===== src/rtl/conv_encoder_punct_pkg.sv =====
// Shared constants and types for the K=7 punctured convolutional encoder.
// Generator constants are written MSB = current input bit, LSB = oldest delay.
package conv_encoder_punct_pkg;

  localparam int K   = 7;
  localparam int MEM = K - 1;

  localparam logic [K-1:0] G0 = 7'o133;
  localparam logic [K-1:0] G1 = 7'o171;

  typedef enum logic [1:0] {
    RATE_1_2  = 2'd0,
    RATE_2_3  = 2'd1,
    RATE_3_4  = 2'd2,
    RATE_RSVD = 2'd3
  } rate_e;

  typedef enum logic {
    ST_IDLE = 1'b0,
    ST_RUN  = 1'b1
  } state_e;

  // Reserved code behaves as rate 1/2.
  function automatic rate_e norm_rate(input logic [1:0] r);
    case (r)
      2'd1:    return RATE_2_3;
      2'd2:    return RATE_3_4;
      default: return RATE_1_2;
    endcase
  endfunction

  function automatic logic [1:0] phase_last(input rate_e r);
    case (r)
      RATE_2_3: return 2'd1;
      RATE_3_4: return 2'd2;
      default:  return 2'd0;
    endcase
  endfunction

endpackage


===== src/rtl/conv_encoder_punct_core.sv =====
// K=7 shift register with the A/B generator taps; shifts only on adv_i.
// sreg_q[MEM-1] holds the most recent past bit, sreg_q[0] the oldest.
module conv_encoder_punct_core
  import conv_encoder_punct_pkg::*;
(
  input  logic clk_i,
  input  logic srst_i,
  input  logic clr_i,
  input  logic adv_i,
  input  logic bit_i,
  output logic a_o,
  output logic b_o
);

  logic [MEM-1:0] sreg_q, sreg_d;
  logic [K-1:0]   window;
  logic [K-1:0]   a_terms;
  logic [K-1:0]   b_terms;

  assign window = {bit_i, sreg_q};

  for (genvar gi = 0; gi < K; gi++) begin : g_taps
    assign a_terms[gi] = window[gi] & G0[gi];
    assign b_terms[gi] = window[gi] & G1[gi];
  end

  assign a_o = ^a_terms;
  assign b_o = ^b_terms;

  always_comb begin
    sreg_d = sreg_q;
    if (clr_i) begin
      sreg_d = '0;
    end else if (adv_i) begin
      sreg_d = {bit_i, sreg_q[MEM-1:1]};
    end
  end

  always_ff @(posedge clk_i) begin
    if (srst_i) begin
      sreg_q <= '0;
    end else begin
      sreg_q <= sreg_d;
    end
  end

endmodule


===== src/rtl/conv_encoder_punct.sv =====
// Serial K=7 convolutional encoder with 802.11a puncturing (1/2, 2/3, 3/4)
// and a 2-entry output buffer with valid/ready on both sides.
module conv_encoder_punct
  import conv_encoder_punct_pkg::*;
(
  input  logic       clk_i,
  input  logic       srst_i,
  input  logic       start_i,
  input  logic [1:0] rate_i,
  input  logic       in_bit_i,
  input  logic       in_valid_i,
  output logic       in_ready_o,
  output logic       out_bit_o,
  output logic       out_valid_o,
  input  logic       out_ready_i
);

  state_e     state_q, state_d;
  rate_e      rate_q, rate_d;
  logic [1:0] phase_q, phase_d;
  logic [1:0] cnt_q, cnt_d;
  logic [1:0] buf_q, buf_d;
  logic [1:0] kept_cnt, kept_buf;
  logic       pop, accept;
  logic       core_a, core_b;
  logic       emit_a, emit_b, emit_bit;

  conv_encoder_punct_core u_core (
    .clk_i  (clk_i),
    .srst_i (srst_i),
    .clr_i  (start_i),
    .adv_i  (accept),
    .bit_i  (in_bit_i),
    .a_o    (core_a),
    .b_o    (core_b)
  );

  assign out_valid_o = !srst_i && (cnt_q != 2'd0);
  assign out_bit_o   = out_valid_o & buf_q[0];
  assign pop         = out_valid_o & out_ready_i;
  assign in_ready_o  = (state_q == ST_RUN) && !start_i && !srst_i &&
                       ((cnt_q == 2'd0) || ((cnt_q == 2'd1) && out_ready_i));
  assign accept      = in_valid_i & in_ready_o;

  always_comb begin
    emit_a = 1'b1;
    emit_b = 1'b1;
    case (rate_q)
      RATE_2_3: emit_b = (phase_q == 2'd0);
      RATE_3_4: begin
        emit_a = (phase_q != 2'd2);
        emit_b = (phase_q != 2'd1);
      end
      default: ;
    endcase
  end

  // An accept only happens when the buffer is empty after this cycle's pop,
  // so a two-bit emission always lands in a clean buffer.
  always_comb begin
    kept_buf = pop ? {1'b0, buf_q[1]} : buf_q;
    kept_cnt = cnt_q - {1'b0, pop};
    buf_d    = kept_buf;
    cnt_d    = kept_cnt;
    emit_bit = emit_a ? core_a : core_b;
    if (start_i) begin
      buf_d = '0;
      cnt_d = '0;
    end else if (accept) begin
      if (emit_a && emit_b) begin
        buf_d = {core_b, core_a};
        cnt_d = 2'd2;
      end else begin
        buf_d[kept_cnt[0]] = emit_bit;
        cnt_d              = kept_cnt + 2'd1;
      end
    end
  end

  always_comb begin
    state_d = state_q;
    rate_d  = rate_q;
    phase_d = phase_q;
    if (start_i) begin
      state_d = ST_RUN;
      rate_d  = norm_rate(rate_i);
      phase_d = '0;
    end else if (accept) begin
      phase_d = (phase_q == phase_last(rate_q)) ? 2'd0 : phase_q + 2'd1;
    end
  end

  always_ff @(posedge clk_i) begin
    if (srst_i) begin
      state_q <= ST_IDLE;
      rate_q  <= RATE_1_2;
      phase_q <= '0;
      cnt_q   <= '0;
      buf_q   <= '0;
    end else begin
      state_q <= state_d;
      rate_q  <= rate_d;
      phase_q <= phase_d;
      cnt_q   <= cnt_d;
      buf_q   <= buf_d;
    end
  end

endmodule


===== config.mk =====
export PLATFORM = sky130hd
export DESIGN_NAME = conv_encoder_punct
export DESIGN_NICKNAME = d
export VERILOG_FILES = /design/src/rtl/conv_encoder_punct_pkg.sv /design/src/rtl/conv_encoder_punct_core.sv /design/src/rtl/conv_encoder_punct.sv
export SDC_FILE = /design/constraint.sdc
export NUM_CORES = 1
export LEC_CHECK = 0
export ABC_CLOCK_PERIOD_IN_PS = 1900
export CAP_MARGIN = 25
export CORE_UTILIZATION = 34
export DETAILED_ROUTE_END_ITERATION = 16
export PLACE_DENSITY_LB_ADDON = 0.15
export SLEW_MARGIN = 20
export SYNTH_ARGS = -nofsm -noshare
export SYNTH_HDL_FRONTEND = slang
export SYNTH_SLANG_ARGS = --single-unit

===== constraint.sdc =====
create_clock -name clk_i -period 1.9 [get_ports clk_i]
set_input_delay 0.38 -clock clk_i [delete_from_list [all_inputs] [get_ports clk_i]]
set_output_delay 0.38 -clock clk_i [all_outputs]
set_load 0.03 [all_outputs]

==> out/results.tsv <==
metric	value	unit
Syn Nets	122	
Worst Clk Skew	0.00317	ns
hold_buf cts	0	
sequential power share	53.4	%
drt drc	0	
Post-Syn Instances	108	
Ys Warns	0	
Arr. time, crit path	1.41	ns
CP top delay family	buffers and inverters	
final setup fails	0	
crit path kind	in -> out	
CTS tree	yes	
dpl hpwl	1.46	mm
routability cong.	0.766	
Num Clock Sinks	15	
Buf/Inv on CP	3	
first-pass GRT wire length	3.13	mm
Initial Util	37.0	%
Slew @ Worst Pin	0.367	ns
switching portion of total power	25.5	%
via count	805	
total core area	0.00257	mm^2
Comb pwr share	14.7	%
Inst Count DP	161	
post-synth cell types	37	
Tcrit/Tclk final	94.0	%
Max-Cap Viols	0	
total power per unit cell area	487	mW/mm^2
Final min period	1.79	ns
largest net degree at the start of global routing	11	
Final Hold Viols	0	
status	finished, final reports clean	
Die Y	54.9	um
Post-synth ARST share	0	%
Inserted Diodes	0	
critical path endpoint category	primary output	
Area Overhead vs Synth	30.4	%
routed len/inst	11.5	um
internal power	0.450	mW
ys flop type	dfxtp_1	
Max stage delay on crit path	0.25	ns
number of CTS-inserted buffers	3	
Mapped Area	950	um^2
CTS max path bufs	2	
path type of the worst min-delay path	reg -> reg	
setup TNS	0	ns
sw power	0.154	mW
crit path max-delay cell type	dlygate4sd2_1	
unrepaired setup endpoints after global routing	false	
layout filler cell count	265	
startpoint class of the critical path	input port	
Max Slew Vio Count	0	
H-tree levels	1	
Rel. slew slack	75.4	%
drt via density	4.88	
drt first pass iters	4	
Overflow after GRT	0	
EDFF count, synth	0	
Root Buffer	clkbuf_4	
final core occ	48.2	%
LEAKAGE	0.497	nW
Max Freq	560	MHz
Detail Route Antenna Nets	0	
Die Width	54.9	um
Non-Filler Instances	165	
Worst VDD drop	385	uV
die area	0.00301	mm^2
critical-path cell list	dlygate4sd2_1, buf_4, or2_4, nor4b_4, buf_4	
vias in the first global route	749	
clock latency on the worst-skew pair	0.29	ns
crit path max fanout	3	
top post-synthesis cells by area	dfxtp_1 (32%), ha_1 (7.9%), nand2_1 (6.7%)	
initial drt markers	17	
FP Rows	18	
syn_area_per_cell	8.79	um^2
IO Port Bufs	10	
initial antenna violation count	0	
layout cells sized above 1	25.2	%
I/O pins	11	
Yosys reg bits	15	
Worst-path clk slew	0.09	ns
worst path required time	1.52	ns
sequential share of the synthesized area	31.6	%
most used cell, CP	buf_4	
final wirelength	1.90	mm
cell taking the most area after synthesis	dfxtp_1	
Tot GR Track Use	14.8	%
Worst R2R Setup Slack	0.22	ns
Nets	150	
Yosys top cell area share	31.6	%
clock power share	31.9	%
==> worst register-to-register path: stages, from the launching register on <==
cell     delay (ns)
dfxtp_1        0.39
o21ba_4        0.22
and2_4         0.15
ha_1           0.38
nor3b_1        0.23
a21o_1         0.14
o21ai_1        0.06
==> layout make-up <==
class	count	area [um^2]	area share, %
multi-input combinational	84	626	50.5
tap	30	37.5	3.03
clock buffer	4	26.3	2.12
sequential	15	300	24.2
inverter	5	18.8	1.52
timing repair buffer	27	230	18.6
==> through the flow <==
step	area, um^2	setup slack [ns]	power (mW)	hold slack, ns
3_5_place_dp	1200	-0.221	0.417	0.449
3_3_place_gp	1200	-0.178	0.417	0.443
5_1_grt	1240	0.0503	0.637	0.473
6_report	1240	0.113	0.603	0.462
4_1_cts	1230	0.0346	0.612	0.464
2_1_floorplan	956	0.159	0.376	0.432
==> final timing paths <==
kind	startpoint	endpoint	cells past startpoint
worst max-delay path	srst_i	in_ready_o	5
worst min-delay path	u_core.sreg_q[2]	u_core.sreg_q[1]	2
worst max register to register	cnt_q[1]	buf_q[0]	6
worst min register to register	u_core.sreg_q[2]	u_core.sreg_q[1]	2
==> sequential cells by signal, summed over array words and instances, names as in the netlist <==
register and count:
rate_q 2, cnt_q 2, buf_q 2, phase_q 2
state_q 1, u_core.sreg_q 6
==> synthesized netlist by cell type, types with 2 or more instances <==
library cell   n
o21ai_1        2
and2_1         2
o22ai_1        2
xor2_1         2
dfxtp_1       15
a21oi_1       10
nand3b_1       2
nor2b_1        3
nor2_1         7
o21ai_0        2
inv_1          5
xnor2_1        6
ha_1           6
mux2i_1        3
nand2_1       17
clkbuf_1       3
==> cells by family after synthesis <==
kind of cell | count (synthesis) | synth area share (%)
AND/OR/NAND/NOR | 40 | 22.8
AO/OA/AOI/OAI | 24 | 18.3
flip-flops | 15 | 31.6
XOR/XNOR | 9 | 9.09
buffers and inverters | 9 | 4.35
adder cells (fa/ha/maj) | 6 | 7.90
multiplexers | 5 | 5.93
==> layer usage <==
layer | wire length (um) | global-route usage, %
met3 | 71 | 5.83
met1 | 999 | 19.7
met4 | 13 | 3.85
met5 | 0 | 0
met2 | 812 | 21.7
==> power by group through the flow <==
stage               logic, mW  clock network [mW]  registers (mW)
finish                 0.0885               0.192           0.322
global route           0.0974               0.216           0.323
CTS                    0.0871               0.203           0.322
detailed placement     0.0880                   0           0.329
global placement       0.0876                   0           0.329
floorplan              0.0474                   0           0.328
==> placed cells by master (no fill, tap or decap), types with 2 or more instances in the layout <==
cell / instances
inv_1: 5
ha_1: 6
xnor2_1: 6
o22ai_1: 2
xor2_1: 2
dfxtp_1: 15
dlygate4sd2_1: 2
clkdlybuf4s50_1: 5
nand2_1: 17
and2_1: 2
o21ai_1: 2
nand3b_1: 2
o21ai_0: 2
nor2_1: 7
mux2i_1: 3
clkbuf_4: 3
buf_4: 19
a21oi_1: 10
nor2b_1: 3
==> what timing repair did <==
action                     CTS  global route
cloned                       0             0
resized for setup            2             2
pin swaps                    1             0
setup buffers                0             0
setup endpoints to repair    1             1
Note: power is estimated with default switching activity, not from simulation.
